--- config.mk ---
export PLATFORM = sky130hd
export DESIGN_NAME = macro_cmd_scheduler
export DESIGN_NICKNAME = d
export VERILOG_FILES = /design/src/rtl/macro_sched_pkg.sv /design/src/rtl/cmd_fifo.sv /design/src/rtl/macro_cmd_scheduler.sv
export SDC_FILE = /design/constraint.sdc
export NUM_CORES = 1
export LEC_CHECK = 0
export CORE_UTILIZATION = 59
export DETAILED_ROUTE_END_ITERATION = 10
export MAX_ROUTING_LAYER = met4
export PLACE_DENSITY = 0.86
export SYNTH_ARGS = -nofsm -noshare
export SYNTH_HDL_FRONTEND = slang
export SYNTH_SLANG_ARGS = --single-unit
--- constraint.sdc ---
create_clock -name clk -period 4.8 [get_ports clk]
set_input_delay 0.72 -clock clk [delete_from_list [all_inputs] [get_ports clk]]
set_output_delay 0.72 -clock clk [all_outputs]
set_load 0.005 [all_outputs]
--- src/rtl/macro_sched_pkg.sv ---
// Shared widths and enums for the macro command scheduler.
package macro_sched_pkg;
  localparam int CMP_CMD_W  = 25;
  localparam int LDST_CMD_W = 7;

  typedef enum logic [1:0] {
    IDLE      = 2'd0,
    CMP_ISSUE = 2'd1,
    CMP_GUARD = 2'd2,
    LDST_HOLD = 2'd3
  } sched_state_t;

  typedef enum logic {
    CMP  = 1'b0,
    LDST = 1'b1
  } grant_t;
endpackage

--- src/rtl/cmd_fifo.sv ---
// Synchronous FIFO with registered storage; head is visible the cycle after push.
module cmd_fifo #(
  parameter int W     = 25,
  parameter int DEPTH = 4,
  localparam int AW   = $clog2(DEPTH)
) (
  input  logic          clk,
  input  logic          rst,
  input  logic          push,
  input  logic          pop,
  input  logic [W-1:0]  din,
  output logic [W-1:0]  dout,
  output logic          full,
  output logic          empty,
  output logic [AW:0]   level
);
  logic [DEPTH-1:0][W-1:0] mem_q;
  logic [AW:0]             wr_ptr_q, rd_ptr_q;

  // Pointers carry one extra wrap bit so full and empty are distinguishable.
  assign level = wr_ptr_q - rd_ptr_q;
  assign full  = (level == (AW+1)'(DEPTH));
  assign empty = (level == '0);
  assign dout  = mem_q[rd_ptr_q[AW-1:0]];

  always_ff @(posedge clk) begin
    if (rst) begin
      wr_ptr_q <= '0;
      rd_ptr_q <= '0;
    end else begin
      if (push) wr_ptr_q <= wr_ptr_q + 1'b1;
      if (pop)  rd_ptr_q <= rd_ptr_q + 1'b1;
    end
  end

  always_ff @(posedge clk) begin
    if (push) mem_q[wr_ptr_q[AW-1:0]] <= din;
  end
endmodule

--- src/rtl/macro_cmd_scheduler.sv ---
// Arbitrates the single CIM macro between buffered compute commands and
// unbackpressured load/store pulses, round-robin, never overlapping the two.
module macro_cmd_scheduler
  import macro_sched_pkg::*;
#(
  parameter int FIFO_DEPTH  = 4,
  parameter int LDST_CYCLES = 2,
  localparam int LW         = $clog2(FIFO_DEPTH) + 1
) (
  input  logic                  clk,
  input  logic                  rst,
  input  logic                  cq_valid,
  output logic                  cq_ready,
  input  logic [CMP_CMD_W-1:0]  cq_command,
  input  logic                  ls_valid,
  output logic                  ls_ready,
  input  logic [LDST_CMD_W-1:0] ls_command,
  output logic                  Compute_valid,
  input  logic                  Compute_ready,
  output logic [CMP_CMD_W-1:0]  Compute_command,
  output logic                  ExLdSt_valid,
  output logic [LDST_CMD_W-1:0] ExLdSt_command,
  output logic                  busy,
  output logic [LW-1:0]         fifo_level
);
  sched_state_t          state_q, state_d;
  grant_t                last_q, last_d;
  logic [3:0]            cnt_q, cnt_d;
  logic                  cmp_vld_q, cmp_vld_d;
  logic [CMP_CMD_W-1:0]  cmp_cmd_q, cmp_cmd_d;
  logic                  ls_vld_q, ls_vld_d;
  logic [LDST_CMD_W-1:0] ls_cmd_q, ls_cmd_d;
  logic                  push, pop, full, empty, cmp_elig, ls_elig;
  logic [CMP_CMD_W-1:0]  head;

  assign cq_ready = !full;
  assign push     = cq_valid && !full;

  cmd_fifo #(.W(CMP_CMD_W), .DEPTH(FIFO_DEPTH)) u_fifo (
    .clk   (clk),
    .rst   (rst),
    .push  (push),
    .pop   (pop),
    .din   (cq_command),
    .dout  (head),
    .full  (full),
    .empty (empty),
    .level (fifo_level)
  );

  // Both classes need an idle macro; load/store cannot be stalled once issued.
  assign cmp_elig = !empty && Compute_ready;
  assign ls_elig  = ls_valid && Compute_ready;

  always_comb begin
    state_d   = state_q;
    last_d    = last_q;
    cnt_d     = cnt_q;
    cmp_vld_d = cmp_vld_q;
    cmp_cmd_d = cmp_cmd_q;
    ls_vld_d  = 1'b0;
    ls_cmd_d  = ls_cmd_q;
    ls_ready  = 1'b0;
    pop       = 1'b0;
    unique case (state_q)
      IDLE: begin
        if (cmp_elig && (!ls_elig || last_q == LDST)) begin
          cmp_cmd_d = head;
          cmp_vld_d = 1'b1;
          last_d    = CMP;
          state_d   = CMP_ISSUE;
        end else if (ls_elig) begin
          ls_ready  = 1'b1;
          ls_cmd_d  = ls_command;
          ls_vld_d  = 1'b1;
          cnt_d     = 4'(LDST_CYCLES);
          last_d    = LDST;
          state_d   = LDST_HOLD;
        end
      end
      CMP_ISSUE: begin
        if (Compute_ready) begin
          pop       = 1'b1;
          cmp_vld_d = 1'b0;
          state_d   = CMP_GUARD;
        end
      end
      CMP_GUARD: state_d = IDLE;
      LDST_HOLD: begin
        cnt_d = cnt_q - 4'd1;
        if (cnt_q == 4'd1) state_d = IDLE;
      end
      default: state_d = IDLE;
    endcase
  end

  always_ff @(posedge clk) begin
    if (rst) begin
      state_q   <= IDLE;
      last_q    <= LDST;
      cnt_q     <= '0;
      cmp_vld_q <= 1'b0;
      cmp_cmd_q <= '0;
      ls_vld_q  <= 1'b0;
      ls_cmd_q  <= '0;
    end else begin
      state_q   <= state_d;
      last_q    <= last_d;
      cnt_q     <= cnt_d;
      cmp_vld_q <= cmp_vld_d;
      cmp_cmd_q <= cmp_cmd_d;
      ls_vld_q  <= ls_vld_d;
      ls_cmd_q  <= ls_cmd_d;
    end
  end

  assign Compute_valid   = cmp_vld_q;
  assign Compute_command = cmp_cmd_q;
  assign ExLdSt_valid    = ls_vld_q;
  assign ExLdSt_command  = ls_cmd_q;
  assign busy            = (state_q != IDLE) || !empty;
endmodule

# Word level (Yosys, flattened, before mapping)
# Index checks and enable logic that the tools add are counted.
# word_totals
reg_bits	147
in_bits	37
out_inout_bits	40
word_cells	77
# op_classes
addsub	4
n_lt_le_gt_ge	3
eq_ne	11
mux	23
bitwise	1
reduce_logical	22
# ops
operator	n
100-bit bitwise mux	1
25-bit binary-select mux with 2-bit select	1
25-bit demux with 2-bit select	1
25-bit 2-to-1 mux	2
3-bit AND reduction	4
2-bit inequality test (second input constant)	5
1-bit 2-to-1 mux	9
2-bit 2-to-1 mux	4
4-bit 2-to-1 mux	2
2-bit case mux with 4 select lines	1
4-bit case mux with 2 select lines	1
2-bit nonzero test	4
3-bit by 1-bit adder with 3-bit output (second input constant)	2
2-bit by 3-bit < comparator with 1-bit output (second input constant)	2
1-bit logical AND	5
2-bit == test (second input constant)	2
4-bit by 1-bit == test with 1-bit output (second input constant)	1
2-bit AND reduction	2
4-bit by 1-bit subtractor with 4-bit output (second input constant)	1
3-bit == test (second input constant)	1
1-bit logical NOT	3
3-bit logical NOT	1
3-bit inequality test (second input constant)	1
3-bit subtractor	1
6 further kinds	7

# Depth between registers and ports, before layout
# logic_depth
word_depth	7
depth_mapped	9
depth_no_buf	7

# Modules after synthesis
# From an unflattened synthesis, not the netlist that was laid out.
# unflattened
cells_unflattened	359
area_unflattened_um2	5667.9
# modules_own_cells
module	instances	cells_per_inst	area_each_um2	seq_area_each_um2
cmd_fifo	1	171	4048.9	3123.0
macro_cmd_scheduler	1	188	1619.1	820.8

# Worst setup path before layout
# No wires, ideal clock.
# synth_timing
kind	flip-flop to flip-flop
start	register u_fifo.wr_ptr_q[0]
end	register u_fifo.mem_q[0] (netlist bit), enable pin
setup_ps	384
arrival_time_ps	2267
required_time_ps	4416
path_slack_ps	2149
path_stages_with_launch	8
n_path_buf	0
period_less_slack_ps	2651
path_cell_list	dfxtp_1 inv_1 ha_1 fa_1 xnor3_1 clkinv_2 a21boi_2 and2_1
# synth_via
elab_chain_cells	4
# synth_lines
element	line_no	text
start, declared	cmd_fifo.sv:18	logic [AW:0] wr_ptr_q, rd_ptr_q;
start signal, assigned	cmd_fifo.sv:31	if (push) wr_ptr_q <= wr_ptr_q + 1'b1;
3-bit subtractor	cmd_fifo.sv:21	assign level = wr_ptr_q - rd_ptr_q;
3-bit == test	cmd_fifo.sv:22	assign full = (level == (AW+1)'(DEPTH));
1-bit logical NOT	macro_cmd_scheduler.sv:37	assign push = cq_valid && !full;
1-bit logical AND	macro_cmd_scheduler.sv:37	
end signal, assigned by index	cmd_fifo.sv:37	if (push) mem_q[wr_ptr_q[AW-1:0]] <= din;
end, declared	cmd_fifo.sv:17	logic [DEPTH-1:0][W-1:0] mem_q;
# Every way passes these cells.
# A chain may end at the register's enable or synchronous reset.

# Worst setup path after layout
# layout_timing
start	register u_fifo.wr_ptr_q[0]
end	output busy
# layout_via
elab_chain_cells	4
# layout_lines
element	line_no	text
3-bit subtractor	cmd_fifo.sv:21	
3-bit logical NOT	cmd_fifo.sv:23	assign empty = (level == '0);
1-bit logical NOT	macro_cmd_scheduler.sv:121	assign busy = (state_q != IDLE) || !empty;
1-bit logical OR	macro_cmd_scheduler.sv:121	
end, declared	macro_cmd_scheduler.sv:23	output logic busy,
# Every way passes these cells.

==> results by group <==
Synth
  • Syn Area/Cell: 14.9 µm²
  • Ys Warns: 0
  • Area leader, netlist: edfxtp_1
  • Top FF cell, synth: edfxtp_1
  • Post-Syn Nets: 453
  • Synthesized instance count: ~410
  • Yosys cell types: 50
  • Area contributors post-synth: edfxtp_1 50%, dfxtp_1 16%, mux4_2 9.3%, mux2i_1 5.6%, nand2_1 4.1%
  • Synth top area share: 0.496
  • Asr flop ratio synth: 0
  • EDFF count, synth: 100
  • Syn Std Cell Area: a little over 6000 µm²
  • Sequential area share after synthesis: 0.652
  • Synth Register Bits: 147

Floorplan
  • Cell row count: 36
  • Die height: 103 µm
  • Chip width: between 100 and 150 µm
  • Die footprint: 10,700 µm²
  • Io pins: between 70 and 80
  • Core footprint: 9860 µm²
  • Initial core utilization: 0.613

Critical path
  • Endpoint arrival time on the critical path: 3.18 ns
  • CP startpoint kind: register
  • Critical-path cell list: inv_1 > ha_1 > fa_1 > and2_1 > nand2_1 > or3_1 > clkdlybuf4s50_1
  • Cells on worst reg2reg path: 8
  • Critical R2R Launch: u_fifo.wr_ptr_q[0]
  • Reg-to-reg critical path endpoint: u_fifo.mem_q[85]
  • CP Max Fanout: 12
  • Critical path's slowest cell: fa_1
  • R2R Setup Slk: 1.86 ns
  • Crit-path max cell delay: ~0.55 ns
  • CP Class: reg2out
  • CP Capture Type: output port
  • Crit path from: u_fifo.wr_ptr_q[0]
  • CP required: 4.08 ns

Placed design
  • # port buffers: 76
  • Gpl congestion: 0.746
  • Hpwl dp: 7330 µm
  • DP Cell Count: 597

Flow run
  • Max Cap Violations: 0

Route
  • Via/cell ratio: 5.82
  • Drt pass-1 iters: 4
  • DR DRC count: 0
  • Final WL: 12,200 µm
  • Iter 0 DRT Violations: 141
  • Final ANT Viol Nets: 0
  • DR vias: between 3,000 and 4,000
  • DR WL/cell: 19.3 µm

Hold path
  • Hold Startpoint: Compute_command[23]
  • WHS Path Cells: 2
  • Hold crit path type: reg2reg
  • Hold EP: Compute_command[23]

STA
  • FMAX: 256 MHz
  • Worst rel slew slack: 0.450
  • Final period utilization: 0.813
  • Worst-margin pin slew: 0.824 ns
  • Clk_skew: between 0.01 and 0.015 ns
  • RSZ-0062 raised after global routing: no
  • Final setup viols: 0
  • Crit path time final: around 3.9 ns
  • Slew Limit Fails: 0
  • Hold Violations, Final: 0
  • TNS Setup: 0 ns

Clock tree
  • TritonCTS buffer count: 17
  • Hold buffer count at CTS: 0
  • Root buffer cell: clkbuf_8
  • H-tree levels: 4
  • Clock latency on the worst-skew pair: 0.52 ns
  • Clk sink count: ~150
  • Clk buf depth: 2
  • Clk pin slew, worst setup/hold paths: 0.06 ns
  • Setup bufs post-CTS: 0
  • Post-cts sizing count: 0
  • CTS tree: built

Layout
  • Synth-to-Final Area Change: 23.9%
  • Diodes inserted: 0
  • Fin cells: 629
  • Filler cell count: a little under 600
  • Fin util: 0.760
  • Layout cell share with drive strength beyond 1: 0.147
  • Layout Nets: 529

Global routing
  • Largest net degree at the start of global routing: 47
  • Gr ovfl total: 0
  • Vias in the first global route: ~3,700
  • Initial antenna violation count: 0
  • Tot GR Track Use: 0.250
  • First-pass GRT wire length: 18,600 µm

Pwr
  • Pleak: about 2.7 nW
  • Pwr dens: 438 nW/µm²
  • VDD IR-drop max: 0.367 mV
  • Total power: about 0.0033 W

Run status
  • Status: complete, no violations
## worst max path at each step
stage / endpoint / slack [ns] / depth (start not counted)
CTS: busy / 0.87 / 7
global route: busy / 0.71 / 7
detailed placement: busy / 1.49 / 7
finish: busy / 0.90 / 7
floorplan: u_fifo.mem_q[0] / 2.15 / 7
global placement: ls_ready / 1.67 / 4
## stage by stage
stage                     setup slack, ns  hold WS [ns]  instance area, µm²
after floorplan                      2.15         0.453                6050
final                               0.898         0.463                7500
after global placement               1.67         0.445                6920
after global routing                0.714         0.491                7500
after detailed placement             1.49         0.459                6920
after CTS                           0.873         0.467                7500
## metal layers
layer  vias to the layer above  track usage  share of wire
met2                       120        0.451           0.54
met4                         0       0.0943          0.015
li1                       1686            -              -
met1                      1836        0.275           0.39
met5                         -            -              0
met3                        18       0.0470          0.050
## logic make-up (layout without fill, tap and decap cells)
logic type	count (synthesis)	count (layout)	synth area share
muxes	61	61	0.153
DFF	147	147	0.652
adders and majority gates	9	9	0.0199
xor gates and xnor gates	4	4	0.00807
and+or+nand+nor	113	113	0.0910
buffers and inverters	38	127	0.0294
AOI/OAI and AO/OA	35	35	0.0467
## critical path, delay by kind of cell (launching register included)
family / cells / cell delay [ns]
flip-flops: 1 / 0.38
adder cells (fa/ha/maj): 2 / 0.77
buffers and inverters: 2 / 0.59
AND/OR/NAND/NOR: 3 / 0.94
## state kept, by name, indices dropped and copies added, names as in the netlist
register and count:
state_q 2, cnt_q 4, u_fifo.mem_q 100, u_fifo.wr_ptr_q 3
ExLdSt_command 7, ExLdSt_valid 1, last_q 1, Compute_valid 1
Compute_command 25, u_fifo.rd_ptr_q 3
## placed cells by master, fill, tap and decap left out, types with 2 or more instances in the layout
| cell type | instances |
|---|---|
| a211oi_1 | 2 |
| a21oi_1 | 4 |
| and2_1 | 6 |
| and3_1 | 2 |
| buf_4 | 9 |
| clkbuf_16 | 16 |
| clkdlybuf4s50_1 | 76 |
| clkinvlp_4 | 4 |
| dfxtp_1 | 46 |
| edfxtp_1 | 100 |
| ha_1 | 8 |
| inv_1 | 8 |
| inv_6 | 5 |
| inv_8 | 4 |
| mux2i_1 | 34 |
| mux4_2 | 25 |
| nand2_1 | 66 |
| nand3_1 | 5 |
| nand3b_1 | 2 |
| nor2_1 | 7 |
| nor2b_1 | 7 |
| nor3_1 | 2 |
| nor3b_1 | 8 |
| o2111ai_1 | 8 |
| o21ai_0 | 3 |
| o311ai_0 | 5 |
| o311ai_1 | 3 |
| o31ai_1 | 2 |
| xor2_1 | 3 |
## area by class of cell
class                      count  area [µm²]  area share
multi-input combinational    222        1940       0.259
sequential                   147        3950       0.526
clock inverter                15         165      0.0220
timing repair buffer          85         828       0.110
clock buffer                  17         414      0.0552
tap                          133         166      0.0222
inverter                      10        38.8     0.00517
## synth_stat cells, types with 2 or more instances
master,count
clkbuf_1,16
and2_1,6
o2111ai_1,8
mux4_2,25
o31ai_1,2
xor2_1,3
mux2i_1,34
buf_2,6
inv_1,8
nand2_1,66
nor3b_1,8
nor3_1,2
a21oi_1,4
nor2_1,7
nand3b_1,2
and3_1,2
nor2b_1,7
o311ai_0,5
nand3_1,5
dfxtp_1,47
ha_1,8
buf_6,3
o311ai_1,3
a211oi_1,2
edfxtp_1,100
buf_1,2
o21ai_0,3
## power breakdown
group	switching, W	internal, W	leakage, nW	total (W)
sequential	0.0000611	0.00146	1.30	0.00152
clock	0.000569	0.000713	0.273	0.00128
combinational	0.000231	0.000244	1.09	0.000475
total	0.000861	0.00242	2.67	0.00328
Note: power is estimated with default switching activity, not from simulation.
